===== config.mk =====
export PLATFORM = sky130hd
export DESIGN_NAME = vpg_mode_selector
export DESIGN_NICKNAME = d
export VERILOG_FILES = /design/src/rtl/vpg_mode_selector.sv
export SDC_FILE = /design/constraint.sdc
export NUM_CORES = 1
export LEC_CHECK = 0
export CORE_MARGIN = 1
export CORE_UTILIZATION = 48
export CTS_CLUSTER_DIAMETER = 100
export DETAILED_ROUTE_END_ITERATION = 12
export GPL_ROUTABILITY_DRIVEN = 0
export PLACE_DENSITY_LB_ADDON = 0.25
export SYNTH_ARGS = -nofsm -noshare
export SYNTH_HDL_FRONTEND = slang
export SYNTH_SLANG_ARGS = --single-unit

===== constraint.sdc =====
create_clock -name clk -period 5.85 [get_ports clk]
set_clock_uncertainty 0.05 [all_clocks]
set_input_delay 0.8775 -clock clk [delete_from_list [all_inputs] [get_ports clk]]
set_output_delay 0.8775 -clock clk [all_outputs]
set_load 0.02 [all_outputs]

===== src/rtl/vpg_mode_selector.sv =====
// Video mode selector: debounced pushbutton cycles through five video modes, drives the
// PLL reconfiguration request and holds the timing generator in reset until lock settles.
// Latency: press acts 1 clk after the debounced edge; mode_change rises 1 clk after mode.
// Backpressure: none; presses seen outside RUN are dropped, never queued.
//
// Ports:
//   clk          50 MHz reference clock (shared with pll_controller)
//   reset_n      asynchronous active-low reset
//   key_n        raw pushbutton, active-low, asynchronous to clk
//   pll_locked   raw pixel PLL lock, asynchronous to clk
//   mode         current mode code for pll_controller
//   mode_change  reconfiguration request pulse, PULSE_CYCLES wide
//   mode_idx     current mode index 0..4
//   vpg_reset_n  active-low reset to the video timing generator (high only in RUN)
//   busy         high in every state except RUN
//   lock_error   sticky flag, set when a lock wait times out
module vpg_mode_selector #(
  parameter int DEBOUNCE_CYCLES     = 500000,
  parameter int PULSE_CYCLES        = 8,
  parameter int LOCK_TIMEOUT_CYCLES = 1048576,
  parameter int SETTLE_CYCLES       = 1024,
  parameter int INIT_MODE           = 0
) (
  input  logic       clk,
  input  logic       reset_n,
  input  logic       key_n,
  input  logic       pll_locked,
  output logic [3:0] mode,
  output logic       mode_change,
  output logic [2:0] mode_idx,
  output logic       vpg_reset_n,
  output logic       busy,
  output logic       lock_error
);

  // Mode codes, same values as the vpg.h macros of the same names.
  localparam logic [3:0] VGA_640x480p60   = 4'd0;
  localparam logic [3:0] MODE_720x480     = 4'd1;
  localparam logic [3:0] MODE_1024x768    = 4'd2;
  localparam logic [3:0] MODE_1280x1024   = 4'd3;
  localparam logic [3:0] FHD_1920x1080p60 = 4'd4;

  localparam logic [2:0] LAST_IDX = 3'd4;
  localparam logic [2:0] INIT_IDX = (INIT_MODE > 4 || INIT_MODE < 0) ? 3'd0 : 3'(INIT_MODE);

  // Each counter only ever needs to hold its terminal value (parameter - 1).
  localparam int DB_W  = (DEBOUNCE_CYCLES     > 1) ? $clog2(DEBOUNCE_CYCLES)     : 1;
  localparam int TO_W  = (LOCK_TIMEOUT_CYCLES > 1) ? $clog2(LOCK_TIMEOUT_CYCLES) : 1;
  localparam int SET_W = (SETTLE_CYCLES       > 1) ? $clog2(SETTLE_CYCLES)       : 1;
  // The pulse counter counts 0..PULSE_CYCLES, one beyond the others.
  localparam int PUL_W = $clog2(PULSE_CYCLES + 1);

  localparam logic [DB_W-1:0]  DB_LAST  = DB_W'(DEBOUNCE_CYCLES - 1);
  localparam logic [TO_W-1:0]  TO_LAST  = TO_W'(LOCK_TIMEOUT_CYCLES - 1);
  localparam logic [SET_W-1:0] SET_LAST = SET_W'(SETTLE_CYCLES - 1);
  localparam logic [PUL_W-1:0] PUL_END  = PUL_W'(PULSE_CYCLES);

  typedef enum logic [2:0] {
    ST_CHANGE      = 3'd0,
    ST_WAIT_UNLOCK = 3'd1,
    ST_WAIT_LOCK   = 3'd2,
    ST_SETTLE      = 3'd3,
    ST_RUN         = 3'd4
  } state_t;

  function automatic logic [3:0] f_mode_code(input logic [2:0] idx);
    logic [3:0] code;
    case (idx)
      3'd0:    code = VGA_640x480p60;
      3'd1:    code = MODE_720x480;
      3'd2:    code = MODE_1024x768;
      3'd3:    code = MODE_1280x1024;
      3'd4:    code = FHD_1920x1080p60;
      default: code = VGA_640x480p60;
    endcase
    return code;
  endfunction

  //--------------------------------------------------------------------------
  // Two-flop synchronisers. The key idles released (1), the lock idles low
  // so nothing downstream believes in lock straight out of reset.
  //--------------------------------------------------------------------------
  logic r_key_meta, r_key_s;
  logic r_lock_meta, r_lock_s;

  always_ff @(posedge clk or negedge reset_n) begin
    if (!reset_n) begin
      r_key_meta  <= 1'b1;
      r_key_s     <= 1'b1;
      r_lock_meta <= 1'b0;
      r_lock_s    <= 1'b0;
    end else begin
      r_key_meta  <= key_n;
      r_key_s     <= r_key_meta;
      r_lock_meta <= pll_locked;
      r_lock_s    <= r_lock_meta;
    end
  end

  //--------------------------------------------------------------------------
  // Debouncer: the stable level follows key_s only after key_s has differed
  // from it for DEBOUNCE_CYCLES consecutive clocks. Runs in every FSM state.
  //--------------------------------------------------------------------------
  logic            r_key_stable;
  logic [DB_W-1:0] r_db_cnt;
  logic            r_press;

  always_ff @(posedge clk or negedge reset_n) begin
    if (!reset_n) begin
      r_key_stable <= 1'b1;
      r_db_cnt     <= '0;
      r_press      <= 1'b0;
    end else begin
      r_press <= 1'b0;
      if (r_key_s == r_key_stable) begin
        r_db_cnt <= '0;
      end else if (r_db_cnt == DB_LAST) begin
        r_key_stable <= r_key_s;
        r_db_cnt     <= '0;
        // key_s differs from the old level, so an old level of 1 means a 1->0 edge.
        r_press      <= r_key_stable;
      end else begin
        r_db_cnt <= r_db_cnt + 1'b1;
      end
    end
  end

  //--------------------------------------------------------------------------
  // Mode / lock sequencing FSM with registered outputs.
  //--------------------------------------------------------------------------
  state_t           r_state;
  logic [2:0]       r_mode_idx;
  logic [3:0]       r_mode;
  logic             r_mode_change;
  logic             r_vpg_reset_n;
  logic             r_busy;
  logic             r_lock_error;
  logic [PUL_W-1:0] r_pulse_cnt;
  logic [TO_W-1:0]  r_tmr;
  logic [SET_W-1:0] r_settle_cnt;
  logic [2:0]       w_next_idx;

  assign w_next_idx = (r_mode_idx >= LAST_IDX) ? 3'd0 : r_mode_idx + 3'd1;

  always_ff @(posedge clk or negedge reset_n) begin
    if (!reset_n) begin
      // Starting in CHANGE makes the initial mode get programmed after every reset.
      r_state       <= ST_CHANGE;
      r_mode_idx    <= INIT_IDX;
      r_mode        <= f_mode_code(INIT_IDX);
      r_mode_change <= 1'b0;
      r_vpg_reset_n <= 1'b0;
      r_busy        <= 1'b1;
      r_lock_error  <= 1'b0;
      r_pulse_cnt   <= '0;
      r_tmr         <= '0;
      r_settle_cnt  <= '0;
    end else begin
      case (r_state)
        ST_CHANGE: begin
          // mode was registered on entry, so it is stable a clock before the rise.
          if (r_pulse_cnt == PUL_END) begin
            r_mode_change <= 1'b0;
            r_tmr         <= '0;
            r_state       <= ST_WAIT_UNLOCK;
          end else begin
            r_mode_change <= 1'b1;
            r_pulse_cnt   <= r_pulse_cnt + 1'b1;
          end
        end

        ST_WAIT_UNLOCK: begin
          // A reconfiguration that never drops lock is legal: just move on.
          if (!r_lock_s || r_tmr == TO_LAST) begin
            r_tmr   <= '0;
            r_state <= ST_WAIT_LOCK;
          end else begin
            r_tmr <= r_tmr + 1'b1;
          end
        end

        ST_WAIT_LOCK: begin
          if (r_lock_s) begin
            r_settle_cnt <= '0;
            r_state      <= ST_SETTLE;
          end else if (r_tmr == TO_LAST) begin
            // Retry the same mode indefinitely; the flag records that it happened.
            r_lock_error <= 1'b1;
            r_pulse_cnt  <= '0;
            r_state      <= ST_CHANGE;
          end else begin
            r_tmr <= r_tmr + 1'b1;
          end
        end

        ST_SETTLE: begin
          if (!r_lock_s) begin
            r_tmr   <= '0;
            r_state <= ST_WAIT_LOCK;
          end else if (r_settle_cnt == SET_LAST) begin
            r_vpg_reset_n <= 1'b1;
            r_busy        <= 1'b0;
            r_state       <= ST_RUN;
          end else begin
            r_settle_cnt <= r_settle_cnt + 1'b1;
          end
        end

        ST_RUN: begin
          // A press wins over a simultaneous lock loss: reprogramming covers both.
          if (r_press) begin
            r_mode_idx    <= w_next_idx;
            r_mode        <= f_mode_code(w_next_idx);
            r_vpg_reset_n <= 1'b0;
            r_busy        <= 1'b1;
            r_pulse_cnt   <= '0;
            r_state       <= ST_CHANGE;
          end else if (!r_lock_s) begin
            r_vpg_reset_n <= 1'b0;
            r_busy        <= 1'b1;
            r_tmr         <= '0;
            r_state       <= ST_WAIT_LOCK;
          end
        end

        default: begin
          r_mode_change <= 1'b0;
          r_vpg_reset_n <= 1'b0;
          r_busy        <= 1'b1;
          r_pulse_cnt   <= '0;
          r_state       <= ST_CHANGE;
        end
      endcase
    end
  end

  assign mode        = r_mode;
  assign mode_change = r_mode_change;
  assign mode_idx    = r_mode_idx;
  assign vpg_reset_n = r_vpg_reset_n;
  assign busy        = r_busy;
  assign lock_error  = r_lock_error;

endmodule


# --- Word-level counts from Yosys, hierarchy flattened ---
# Cells that the tools add are included.
totals:
  word_cells: 114
  output_inout_bits: 11
  regBits: 73
op_classes:
  reduce_logical: 16
  n_mux: 43
  bitwise_logic: 4
  n_eq_ne: 28
  magnitude_cmp: 1
  addsub: 5
op_table:
  columns: ["op", "n"]
  rows:
  - ["20-bit 2-to-1 mux", 6]
  - ["20-bit case mux with 5 select lines", 1]
  - ["19-bit 2-to-1 mux", 2]
  - ["10-bit 2-to-1 mux", 3]
  - ["3-bit 2-to-1 mux", 9]
  - ["2-bit != test (second input constant)", 12]
  - ["20-bit by 1-bit adder with 20-bit output (second input constant)", 1]
  - ["20-bit equality test (second input constant)", 1]
  - ["10-bit case mux with 2 select lines", 1]
  - ["19-bit by 1-bit adder with 19-bit output (second input constant)", 1]
  - ["19-bit equality test (second input constant)", 1]
  - ["4-bit 2-to-1 mux", 4]
  - ["4-bit case mux with 4 select lines", 1]
  - ["3-bit case mux with 5 select lines", 1]
  - ["5-bit AND reduction", 3]
  - ["3-bit by 2-bit equality test with 1-bit output (second input constant)", 4]
  - ["3-bit case mux with 4 select lines", 1]
  - ["1-bit 2-to-1 mux", 11]
  - ["10-bit by 1-bit adder with 10-bit output (second input constant)", 1]
  - ["10-bit equality test (second input constant)", 1]
  - ["3-bit != test (second input constant)", 3]
  - ["4-bit AND reduction", 2]
  - ["3-bit by 1-bit equality test with 1-bit output (second input constant)", 2]
  - ["3-bit equality test (second input constant)", 2]
  - ["18 further kinds", 23]

# --- Longest topological paths before layout ---
# Gate-level depths: netlist of run 1.
depth:
  word_depth: 4
  depth_mapped: 10

# --- Worst setup path before layout of run 1 ---
# OpenSTA, ideal clock, no wires.
synth_timing:
  kind: "register to register"
  from: "reg r_tmr[0]"
  to: "reg r_state[0]"
  arrival_time_ns: 2.148
  setup_ns: 0.127
  required_time_ns: 5.673
  slack_ns: 3.524
  stages_incl_launch_ff: 10
  path_cell_list: "dfrtp_1 -> ha_1 -> nand4_1 -> or4_1 -> buf_2 -> o21a_1 -> buf_6 -> nand3_4 -> and2_1 -> mux2_1"
synth_between:
  elab_chain_len: 4
synth_rtl:
  columns: ["item", "line", "source"]
  rows:
  - ["from (decl)", "139", "logic [TO_W-1:0] r_tmr;"]
  - ["from (signal assigned)", "178", "r_tmr <= r_tmr + 1'b1;"]
  - ["from (signal assigned)", "192", "r_tmr <= r_tmr + 1'b1;"]
  - ["20-bit equality test *", "174, 186", null]
  - ["1-bit logical OR", "174", "if (!r_lock_s || r_tmr == TO_LAST) begin"]
  - ["2-bit != test (no source line)", null, null]
  - ["5-bit AND reduction (no source line) *", null, null]
  - ["to (signal assigned)", "176", "r_state <= ST_WAIT_LOCK;"]
  - ["to (signal assigned)", "185", "r_state <= ST_SETTLE;"]
  - ["to (signal assigned)", "190", "r_state <= ST_CHANGE;"]
  - ["to (decl)", "131", "state_t r_state;"]
# Mark *: on every way between the ends. The rest lies on a longest branch, timed or not.
# A chain may end at the register's enable or synchronous reset.

# --- Final worst setup path of run 1 ---
# Same ends and word-level chain as after synthesis.

==> results.rst, run 1 <==
.. list-table::
   :header-rows: 1

   * - Metric
     - Value
   * - Run status
     - finished clean
   * - Total negative slack for setup checks
     - 0 ns
   * - Power per unit of standard cell area
     - 334 nW/µm²
   * - Slowest stage cell on the critical path
     - or4_1
   * - Post-synth ARST share
     - 1.00
   * - Max IR drop VDD
     - 153 µV
   * - Type of the worst min-delay path
     - reg2reg
   * - CP peak stage delay
     - 0.64 ns
   * - DR WL/cell
     - 13.4 µm
   * - Crit-path max FO
     - 23
   * - Most frequent standard cell in the layout excluding fill and tap cells
     - dfrtp_1
   * - Maximum buffer depth of the clock tree
     - 2
   * - Multiplexer share of the synthesized area
     - 0.0119
   * - H-Tree Level Count
     - 3
   * - Utilization after layout
     - 0.552
   * - Instance area at placement
     - 3850 µm²
   * - Leading cell types in the layout, fill and taps excluded
     - dfrtp_1 (68), nor2_1 (47), nand2_1 (41)
   * - Number of fillers in the final layout
     - 638
   * - Class of the most critical setup path
     - reg2reg
   * - Relative area change from synthesis to final layout
     - 9.89%
   * - Cell taking the most area after synthesis
     - dfrtp_1
   * - Global route total overflow
     - 0
   * - Final std cells w/o fill
     - 500
   * - Min Clock Period, post-route
     - 2.76 ns
   * - Post-synthesis share of cell area spent on full adders, half adders and majority gates
     - 0.0238
   * - Post-synthesis net count
     - 398
   * - Cell count after placement
     - 484
   * - Post-route standard cell area excluding fillers
     - 4050 µm²
   * - Clock slew seen by the registers of the worst setup and hold paths
     - 0.07 ns
   * - Post-synthesis sequential area ratio
     - 0.491
   * - Violation count after the first detailed-route iteration
     - 143
   * - Via count
     - 2814
   * - Cell count after synthesis
     - 387
   * - CTS Hold Bufs
     - 0
   * - Number of enable-type register cells in the synthesized netlist
     - 0
   * - Synthesized-area fraction occupied by and/or/nand/nor cells
     - 0.247
   * - Via count of the first global-routing pass
     - 2582
   * - Dominant combinational cell family by area after synthesis
     - simple AND/OR/NAND/NOR gates
   * - Routed wire length
     - 6710 µm
   * - Starting Density
     - 0.502
   * - Setup Viol. Count Final
     - 0
   * - Number of max-slew violations in the final report
     - 0
   * - Share of the synthesized area in compound gates (AO/OA/AOI/OAI)
     - 0.132
   * - Worst slew slack as a fraction of its limit
     - 0.410
   * - Avg Vias per Cell
     - 5.63
   * - Site Rows
     - 31
   * - First-pass GRT wire length
     - 11600 µm
   * - Quantity of gates resized following cts
     - 0
   * - Worst endpoint data arrival time
     - 2.94 ns
   * - Cell leakage power
     - 1.70 nW
   * - Number of antenna-violating nets in the routed design
     - 0
   * - Placeable core region
     - 7330 µm²
   * - Buffers on Ports
     - 13
   * - Total Die Area
     - 8020 µm²
   * - Tightest Pin Transition
     - 0.886 ns
   * - Number of distinct standard cells referenced by the synthesized netlist
     - 54
   * - Die extent in y
     - 89.6 µm
   * - Number of buffers inserted during clock tree synthesis
     - 9
   * - Remaining DRCs
     - 0
   * - Mean Syn Cell Area
     - 9.51 µm²
   * - Most common flop cell mapped by yosys
     - dfrtp_1
   * - Clock tree from TritonCTS
     - yes
   * - Number of antenna repair diodes
     - 0
   * - # clock sinks
     - 72
   * - Final #Nets
     - 407
   * - Layout cell share with drive strength beyond 1
     - 0.0723
   * - Fraction of synthesized cell area in xor and xnor cells
     - 0.0571
   * - Multi-input logic area
     - 1740 µm²
   * - Antenna violations before repair
     - 0
   * - Post-CTS setup buffers
     - 0
   * - Number of hold violations in the final report
     - 0
   * - Post-synthesis cell area
     - 3680 µm²
   * - Sequential Area
     - 1810 µm²
   * - Highest Clock Rate
     - 362 MHz
   * - GRT Total Usage
     - 0.187
   * - Maximum number of pins on one net before global-route repair
     - 73
   * - Yosys top cell area share
     - 0.462
   * - Unrepaired setup endpoints after global routing
     - no
   * - Required time at the worst-slack endpoint
     - 6.03 ns
   * - Buffer type at the clock tree root
     - clkbuf_8
   * - Placed wire-length estimate
     - 4440 µm
   * - Number of maximum-capacitance violations
     - 0
   * - Detailed-routing iteration count for the pre-antenna-repair pass
     - 5
   * - Register bit count reported by yosys
     - 72
   * - Area contributors post-synth
     - dfrtp_1 (46%), nor2_1 (4.8%), nand2_1 (4.2%)
   * - Share of the cycle needed by the critical path after routing
     - 0.472
   * - Clock latency at the later pin of the worst-skew pair
     - 0.34 ns
   * - Number of synthesis warnings
     - 0
   * - Element type at the critical path end
     - flip-flop
   * - Kind of start point of the critical path
     - flip-flop
   * - Boundary Pins
     - 15
   * - Total power after layout
     - 0.00135 W
   * - Cell Chain, Critical Path
     - ha_1 > nand4_1 > or4_1 > o21a_1 > nand3_4 > and2_1 > mux2_1
   * - Width of the die
     - 89.6 µm
routing by layer:
| metal | GRT usage | part of all wire | vias to the layer above |
|---|---|---|---|
| li1 | - | - | 1406 |
| met1 | 0.245 | 0.50 | 1354 |
| met2 | 0.308 | 0.46 | 42 |
| met3 | 0.0329 | 0.026 | 12 |
| met4 | 0.0779 | 0.018 | 0 |
| met5 | 0 | 0 | - |
area by class of cell:
cell class,count,area share
Timing Repair Buffer,14,0.0328
Clock inverter,6,0.0145
Sequential cell,72,0.447
Clock buffer,10,0.0340
Inverter,12,0.0111
Tap cell,99,0.0306
Multi-Input combinational cell,287,0.430
critical path, delay by kind of cell (launching register included):
| kind | cells | cell delay, ns |
|---|---|---|
| AO/OA/AOI/OAI | 1 | 0.38 |
| multiplexers | 1 | 0.32 |
| adder cells (fa/ha/maj) | 1 | 0.23 |
| AND/OR/NAND/NOR | 4 | 1.27 |
| flip-flops | 1 | 0.40 |
power breakdown:
group	internal [W]	switching (W)	leakage (nW)
sequential	0.000542	0.0000731	0.970
clock	0.000206	0.000182	0.106
combinational	0.000131	0.000218	0.622
total	0.000879	0.000474	1.70
per-stage QoR:
step | hold slack [ns] | setup WS (ns)
after floorplan | 0.281 | 3.52
after global routing | 0.316 | 2.88
after global placement | 0.296 | 3.17
after detailed placement | 0.298 | 3.10
after CTS | 0.309 | 3.09
final | 0.307 | 3.09
cell usage after synthesis, types with 2 or more instances:
master    count
dfrtp_1      68
nor2_1       47
nand2_1      41
nand3_1      27
o21ai_0      24
xor2_1       15
nand4_1      13
inv_1        12
o31ai_1      11
a21oi_1      10
xnor2_1       9
and3_1        8
clkbuf_1      7
ha_1          7
o311ai_0      7
a22o_1        6
nor3_1        6
and4_1        5
buf_2         5
nor4_1        5
or3_1         5
dfstp_2       4
nand2b_1      3
nand4b_1      3
or2_2         3
or4_1         3
a211o_1       2
and2_1        2
mux2_2        2
nor3b_1       2
o41ai_1       2
final timing paths:
kind | from | end | slack, ns | cells past startpoint
setup reg to reg | r_tmr[0] | r_state[0] | 3.09 | 7
hold / removal | r_key_meta | r_key_s | 0.31 | 0
max in group asynchronous | reset_n | r_tmr[14] | 4.49 | 2
hold reg to reg | r_key_meta | r_key_s | 0.31 | 0
setup / recovery | r_tmr[0] | r_state[0] | 3.09 | 7
min in group asynchronous | reset_n | r_settle_cnt[7] | 0.68 | 2
flip-flops by register name, summed over array words and instances, names as in the netlist, 3 cells and up:
| signal | count |
|---|---|
| r_tmr | 20 |
| r_db_cnt | 19 |
| r_settle_cnt | 10 |
| r_pulse_cnt | 4 |
| mode | 3 |
| mode_idx | 3 |
| r_state | 3 |
cell families after synthesis:
logic type | Yosys count
other cells | 1
simple gates | 180
flops | 72
xor+xnor | 24
buf+inv | 28
fa+ha+maj | 7
compound gates | 71
mux | 4
Power figures use the tool's default switching activity.
==> inputs of run 2 (changes only) <==
clock period = 2.3 ns   (was 5.85 ns; I/O delays follow)
==> run 2 against run 1 <==
Compared with the run above:
- power grew to 2.9 times the previous value
- global-route usage increased by 1.1 points
- sequential power grew 140%
- combinational power grew to 3.9 times the previous value
- sequential share of layout area decreased by 3.1 points
- setup slack worse by 3.0 ns
- worst hold slack better by 0.0014 ns
- final area increased by 7.5%
- die area unchanged
- maximum frequency rose by 26%
- cell count up 5.8%
==> results.rst, run 2 (synthesized netlist as in run 1, its figures left out) <==
.. list-table::
   :header-rows: 1

   * - Metric
     - Value
   * - Critical Path Sink
     - r_tmr[9]
   * - Launch point of the critical path
     - r_tmr[1]
   * - Number of buffers inserted during clock tree synthesis
     - 9 (unchanged)
   * - Unrepaired setup endpoints after global routing
     - no
   * - Clock tree from TritonCTS
     - yes
   * - Worst endpoint data arrival time
     - 2.38 ns (-0.56 ns)
   * - Kind of start point of the critical path
     - flip-flop
   * - Boundary Pins
     - 15 (unchanged)
   * - Min Clock Period, post-route
     - 2.19 ns (-0.575 ns)
   * - H-Tree Level Count
     - 3 (unchanged)
   * - Via count
     - 2929 (+4.1%)
   * - Run status
     - finished clean
   * - First-pass GRT wire length
     - 12100 µm (+4.0%)
   * - GRT Total Usage
     - 0.198 (+0.0106)
   * - Antenna violations before repair
     - 0 (unchanged)
   * - Crit-path max FO
     - 15 (-35%)
   * - Cell Chain, Critical Path
     - ha_2 > nand4_1 > or4_4 > or2_4 > nand3_4 > buf_12 > nor4_1 > a211o_1
   * - Largest registers
     - r_tmr: 20 flops, r_db_cnt: 19 flops, r_settle_cnt: 10 flops
   * - Number of max-slew violations in the final report
     - 0 (unchanged)
   * - Global route total overflow
     - 0 (unchanged)
   * - Number of hold violations in the final report
     - 0 (unchanged)
   * - Number of antenna-violating nets in the routed design
     - 0 (unchanged)
   * - Placeable core region
     - 7330 µm² (unchanged)
   * - Register ranked first by flip-flop count
     - r_tmr
   * - Site Rows
     - 31 (unchanged)
   * - Number of antenna repair diodes
     - 0 (unchanged)
   * - Sequential Area
     - 1810 µm² (unchanged)
   * - Launching point of the worst reg2reg path
     - r_tmr[1]
   * - Worst-case register-to-register setup slack
     - 0.11 ns (-2.97 ns)
   * - Worst slew slack as a fraction of its limit
     - 0.651 (+0.241)
   * - Cell leakage power
     - 1.87 nW (+10%)
   * - Multi-input logic area
     - 1770 µm² (+1.4%)
   * - Maximum buffer depth of the clock tree
     - 2 (unchanged)
   * - Buffers on Ports
     - 13 (unchanged)
   * - Total power after layout
     - 0.00390 W (+190%)
   * - Post-route standard cell area excluding fillers
     - 4350 µm² (+7.5%)
   * - Instance area at placement
     - 4120 µm² (+6.9%)
   * - Number of maximum-capacitance violations
     - 0 (unchanged)
   * - # clock sinks
     - 72 (unchanged)
   * - Reg2Reg Depth
     - 8 (+1)
   * - Type of the worst min-delay path
     - reg2reg
   * - Violation count after the first detailed-route iteration
     - 82 (-43%)
   * - Number of flip-flops under the largest register name
     - 20 (unchanged)
   * - Clock slew seen by the registers of the worst setup and hold paths
     - 0.08 ns (about the same)
   * - Setup Viol. Count Final
     - 0 (unchanged)
   * - Buffer type at the clock tree root
     - clkbuf_8
   * - Endpoint of the worst-slack reg-to-reg timing path
     - r_tmr[9]
   * - Share of the cycle needed by the critical path after routing
     - 0.951 (+0.479)
   * - Leading cell types in the layout, fill and taps excluded
     - dfrtp_1 (68), nor2_1 (47), nand2_1 (41)
   * - Starting Density
     - 0.502 (unchanged)
   * - Clock latency at the later pin of the worst-skew pair
     - 0.35 ns (about the same)
   * - Detailed-routing iteration count for the pre-antenna-repair pass
     - 5 (unchanged)
   * - Highest Clock Rate
     - 457 MHz (+26%)
   * - Die extent in y
     - 89.6 µm (unchanged)
   * - DR WL/cell
     - 13.4 µm (about the same)
   * - Layout cell share with drive strength beyond 1
     - 0.149 (+0.0765)
   * - Total Die Area
     - 8020 µm² (unchanged)
   * - Maximum number of pins on one net before global-route repair
     - 35 (-52%)
   * - Relative area change from synthesis to final layout
     - 18.1%
   * - Post-CTS setup buffers
     - 0 (unchanged)
   * - Number of fillers in the final layout
     - 619 (-3.0%)
   * - Via count of the first global-routing pass
     - 2714 (+5.1%)
   * - WHS Path Cells
     - 0 (unchanged)
   * - Max IR drop VDD
     - 399 µV (+160%)
   * - Final #Nets
     - 437 (+7.4%)
   * - Power per unit of standard cell area
     - 898 nW/µm² (+170%)
   * - CP peak stage delay
     - 0.52 ns (-0.12 ns)
   * - Element type at the critical path end
     - flip-flop
   * - Smallest hold slack
     - 0.309 ns (+0.00140 ns)
   * - Class of the most critical setup path
     - reg2reg
   * - Utilization after layout
     - 0.593 (+0.0413)
   * - Slowest stage cell on the critical path
     - or4_4
   * - Tightest Pin Transition
     - 0.522 ns (-0.363 ns)
   * - Width of the die
     - 89.6 µm (unchanged)
   * - Remaining DRCs
     - 0 (unchanged)
   * - Required time at the worst-slack endpoint
     - 2.49 ns (-3.54 ns)
   * - Most frequent standard cell in the layout excluding fill and tap cells
     - dfrtp_1
   * - Routed wire length
     - 7100 µm (+5.8%)
   * - Placed wire-length estimate
     - 4910 µm (+11%)
   * - Avg Vias per Cell
     - 5.54 (-1.6%)
-- run 2: final cells by class --
cell class / count / area share
Sequential cell: 72 / 0.416
Multi-Input combinational cell: 287 / 0.406
Timing Repair Buffer: 44 / 0.0915
Clock buffer: 9 / 0.0285
Tap cell: 99 / 0.0285
Clock inverter: 6 / 0.0196
Inverter: 12 / 0.0104
-- run 2: worst max-delay path: cells and delay by family, from the launching register on --
| family | cells | cell delay, ns |
|---|---|---|
| AO/OA/AOI/OAI | 1 | 0.27 |
| adder cells (fa/ha/maj) | 1 | 0.18 |
| buffers and inverters | 1 | 0.15 |
| flip-flops | 1 | 0.36 |
| AND/OR/NAND/NOR | 5 | 1.09 |
-- run 2: stage by stage --
stage / instances / setup TNS (ns) / worst slack (ns)
2_1_floorplan: 387 / -0.00977 / -0.00977
3_3_place_gp: 513 / 0 / 0.0966
3_5_place_dp: 513 / 0 / 0.0423
4_1_cts: 529 / 0 / 0.0342
5_1_grt: 529 / 0 / 0.0116
6_report: 529 / 0 / 0.112
-- run 2: worst min-delay path by stage --
stage | startpoint | endpoint | slack [ns]
2_1_floorplan | reset_n | lock_error | -0.0006
3_3_place_gp | reset_n | r_settle_cnt[7] | 0.28
3_5_place_dp | reset_n | r_settle_cnt[8] | 0.29
4_1_cts | r_key_meta | r_key_s | 0.31
5_1_grt | r_lock_meta | r_lock_s | 0.31
6_report | r_key_meta | r_key_s | 0.31
-- run 2: power by group --
group	switching [W]	internal (W)	leakage, nW
Combinational	0.000722	0.000626	0.798
Clock	0.000485	0.000601	0.101
Sequential	0.0000913	0.00138	0.970
-- run 2: routing by layer --
metal,track usage,part of all wire
met1,0.269,0.50
met2,0.306,0.45
met3,0.0366,0.029
met4,0.0938,0.017
met5,0,0
-- run 2: repair_timing --
| item | in CTS | in global routing |
|---|---|---|
| resized for setup | 0 | 7 |
| endpoints found under the hold margin | 19 | 0 |
| hold buffers | 1 | 0 |
| setup endpoints to repair | 0 | 13 |
==> inputs of run 3 (changes only) <==
CORE_MARGIN = not set   (was 1)
PLACE_DENSITY = 0.68   (was not set)
PLACE_DENSITY_LB_ADDON = not set   (was 0.25)
==> run 3 against run 2 <==
Compared with the run above:
- clock power fell by 21%
- register-to-register slack got worse by 0.02 ns
- power fell by 6.1%
- setup slack worse by 0.025 ns
- global-route usage up 0.83 points
- largest cell class unchanged
- highest routed layer unchanged
==> results.rst, run 3 (synthesized netlist as in run 1, its figures left out) <==
.. list-table::
   :header-rows: 1

   * - Metric
     - Value
   * - Type of the worst min-delay path
     - reg2reg
   * - First-pass GRT wire length
     - 12600 µm (+4.0%)
   * - Routed wire length
     - 7340 µm (+3.4%)
   * - Smallest hold slack
     - 0.308 ns (-0.000573 ns)
   * - Clock slew seen by the registers of the worst setup and hold paths
     - 0.07 ns (about the same)
   * - Register ranked first by flip-flop count
     - r_tmr
   * - Number of flip-flops under the largest register name
     - 20 (unchanged)
   * - Cell leakage power
     - 1.84 nW (-1.7%)
   * - Worst slew slack as a fraction of its limit
     - 0.645 (-0.00590)
   * - Violation count after the first detailed-route iteration
     - 125 (+52%)
   * - Maximum number of pins on one net before global-route repair
     - 40 (+14%)
   * - Remaining DRCs
     - 0 (unchanged)
   * - Clock latency at the later pin of the worst-skew pair
     - 0.35 ns (about the same)
   * - Via count of the first global-routing pass
     - 2736 (+0.81%)
   * - Kind of start point of the critical path
     - flip-flop
   * - # clock sinks
     - 72 (unchanged)
   * - Boundary Pins
     - 15 (unchanged)
   * - DR WL/cell
     - 13.9 µm (+3.4%)
   * - Number of antenna repair diodes
     - 0 (unchanged)
   * - Highest Clock Rate
     - 452 MHz (-1.1%)
   * - Detailed-routing iteration count for the pre-antenna-repair pass
     - 4 (-1)
   * - Placed wire-length estimate
     - 5130 µm (+4.5%)
   * - Clock tree from TritonCTS
     - yes
   * - Tightest Pin Transition
     - 0.528 ns (+0.00592 ns)
   * - Number of hold violations in the final report
     - 0 (unchanged)
   * - Total power after layout
     - 0.00366 W (-6.1%)
   * - Buffer type at the clock tree root
     - clkbuf_8
   * - Most frequent standard cell in the layout excluding fill and tap cells
     - dfrtp_1
   * - Largest registers
     - r_tmr: 20 flops, r_db_cnt: 19 flops, r_settle_cnt: 10 flops
   * - Starting Density
     - 0.502 (unchanged)
   * - Number of max-slew violations in the final report
     - 0 (unchanged)
   * - Share of the cycle needed by the critical path after routing
     - 0.962 (+0.0108)
   * - Class of the most critical setup path
     - reg2reg
   * - Relative area change from synthesis to final layout
     - 16.4%
   * - Crit-path max FO
     - 5 (-10)
   * - Layout cell share with drive strength beyond 1
     - 0.137 (-0.0116)
   * - Avg Vias per Cell
     - 5.59 (+0.89%)
   * - Unrepaired setup endpoints after global routing
     - no
   * - Min Clock Period, post-route
     - 2.21 ns (+0.0248 ns)
   * - Number of maximum-capacitance violations
     - 0 (unchanged)
   * - Antenna violations before repair
     - 0 (unchanged)
   * - Via count
     - 2955 (+0.89%)
   * - Max IR drop VDD
     - 358 µV (-10%)
   * - Element type at the critical path end
     - flip-flop
   * - Required time at the worst-slack endpoint
     - 2.48 ns (about the same)
   * - Maximum buffer depth of the clock tree
     - 2 (unchanged)
   * - Power per unit of standard cell area
     - 855 nW/µm² (-4.8%)
   * - Run status
     - finished clean
   * - GRT Total Usage
     - 0.206 (+0.00832)
   * - Number of buffers inserted during clock tree synthesis
     - 9 (unchanged)
   * - Total Die Area
     - 8020 µm² (unchanged)
   * - Leading cell types in the layout, fill and taps excluded
     - dfrtp_1 (68), nor2_1 (47), nand2_1 (41)
   * - Global route total overflow
     - 0 (unchanged)
   * - Buffers on Ports
     - 13 (unchanged)
   * - Die extent in y
     - 89.6 µm (unchanged)
   * - Placeable core region
     - 7330 µm² (unchanged)
   * - Number of antenna-violating nets in the routed design
     - 0 (unchanged)
   * - Final #Nets
     - 436 (-0.23%)
   * - Setup Viol. Count Final
     - 0 (unchanged)
   * - Width of the die
     - 89.6 µm (unchanged)
   * - Worst endpoint data arrival time
     - 2.39 ns (about the same)
   * - H-Tree Level Count
     - 3 (unchanged)
   * - Site Rows
     - 31 (unchanged)
[run 3: cell count changes in the layout (fill, tap and decap cells not counted), sizes merged]
| cell | previous run | this run |
|---|---|---|
| bufinv | 2 | 0 |
| buf | 31 | 30 |
| clkinv | 2 | 1 |
| clkinvlp | 2 | 0 |
| clkbuf | 9 | 15 |
[run 3: final timing paths]
check	to	slack [ns]	depth (start not counted)	from
hold / removal	r_key_s	0.31	0	r_key_meta
hold reg to reg	r_key_s	0.31	0	r_key_meta
max in group asynchronous	r_key_stable	1.05	3	reset_n
setup reg to reg	r_state[0]	0.09	7	r_pulse_cnt[0]
setup / recovery	r_state[0]	0.09	7	r_pulse_cnt[0]
min in group asynchronous	r_settle_cnt[7]	0.44	2	reset_n
[run 3: worst max-delay path, cell delays in order (launching register included)]
cell and delay [ns]:
dfrtp_1 0.40, inv_1 0.06, ha_1 0.18, and3b_1 0.23
or4_1 0.51, o211a_1 0.21, and2_4 0.16, mux2_4 0.29
[run 3: metal layers]
metal  GRT usage  part of all wire  vias up
met3      0.0475             0.027        9
met5           0                 0        -
met4      0.0779             0.014        0
met1       0.276              0.49     1445
li1            -                 -     1466
met2       0.326              0.47       35
[run 3: per-stage QoR]
step	cells	worst slack (ns)	util	instance area (µm²)	TNS, ns
floorplan	387	-0.00977	-	3700	-0.00977
global placement	511	0.103	0.558	4090	0
detailed placement	511	0.0223	0.558	4090	0
CTS	528	0.0129	0.581	4260	0
global route	529	0.00762	0.584	4280	0
finish	529	0.0870	0.584	4280	0
[run 3: final cells by class]
cell class              count  area (µm²)
repair buffers             43         380
flip-flops and latches     72        1810
clock buffers              15         156
well taps                  99         124
fillers                   640        3050
clock inverters             1        5.00
inverters                  12        45.0
multi-input cells         287        1770
[run 3: report_power, final]
| group | total (W) | switching, W | leakage [nW] | internal, W |
|---|---|---|---|---|
| sequential | 0.00148 | 0.0000990 | 0.970 | 0.00138 |
| combinational | 0.00132 | 0.000733 | 0.786 | 0.000591 |
| clock | 0.000861 | 0.000439 | 0.0817 | 0.000422 |
| total | 0.00366 | 0.00127 | 1.84 | 0.00239 |
[run 3: timing repair]
item	4_1_cts	5_1_grt
hold buffers	1	0
hold endpoints to repair	36	0
endpoints found under the setup margin	0	16
gates resized for setup	0	5
setup buffers	0	1
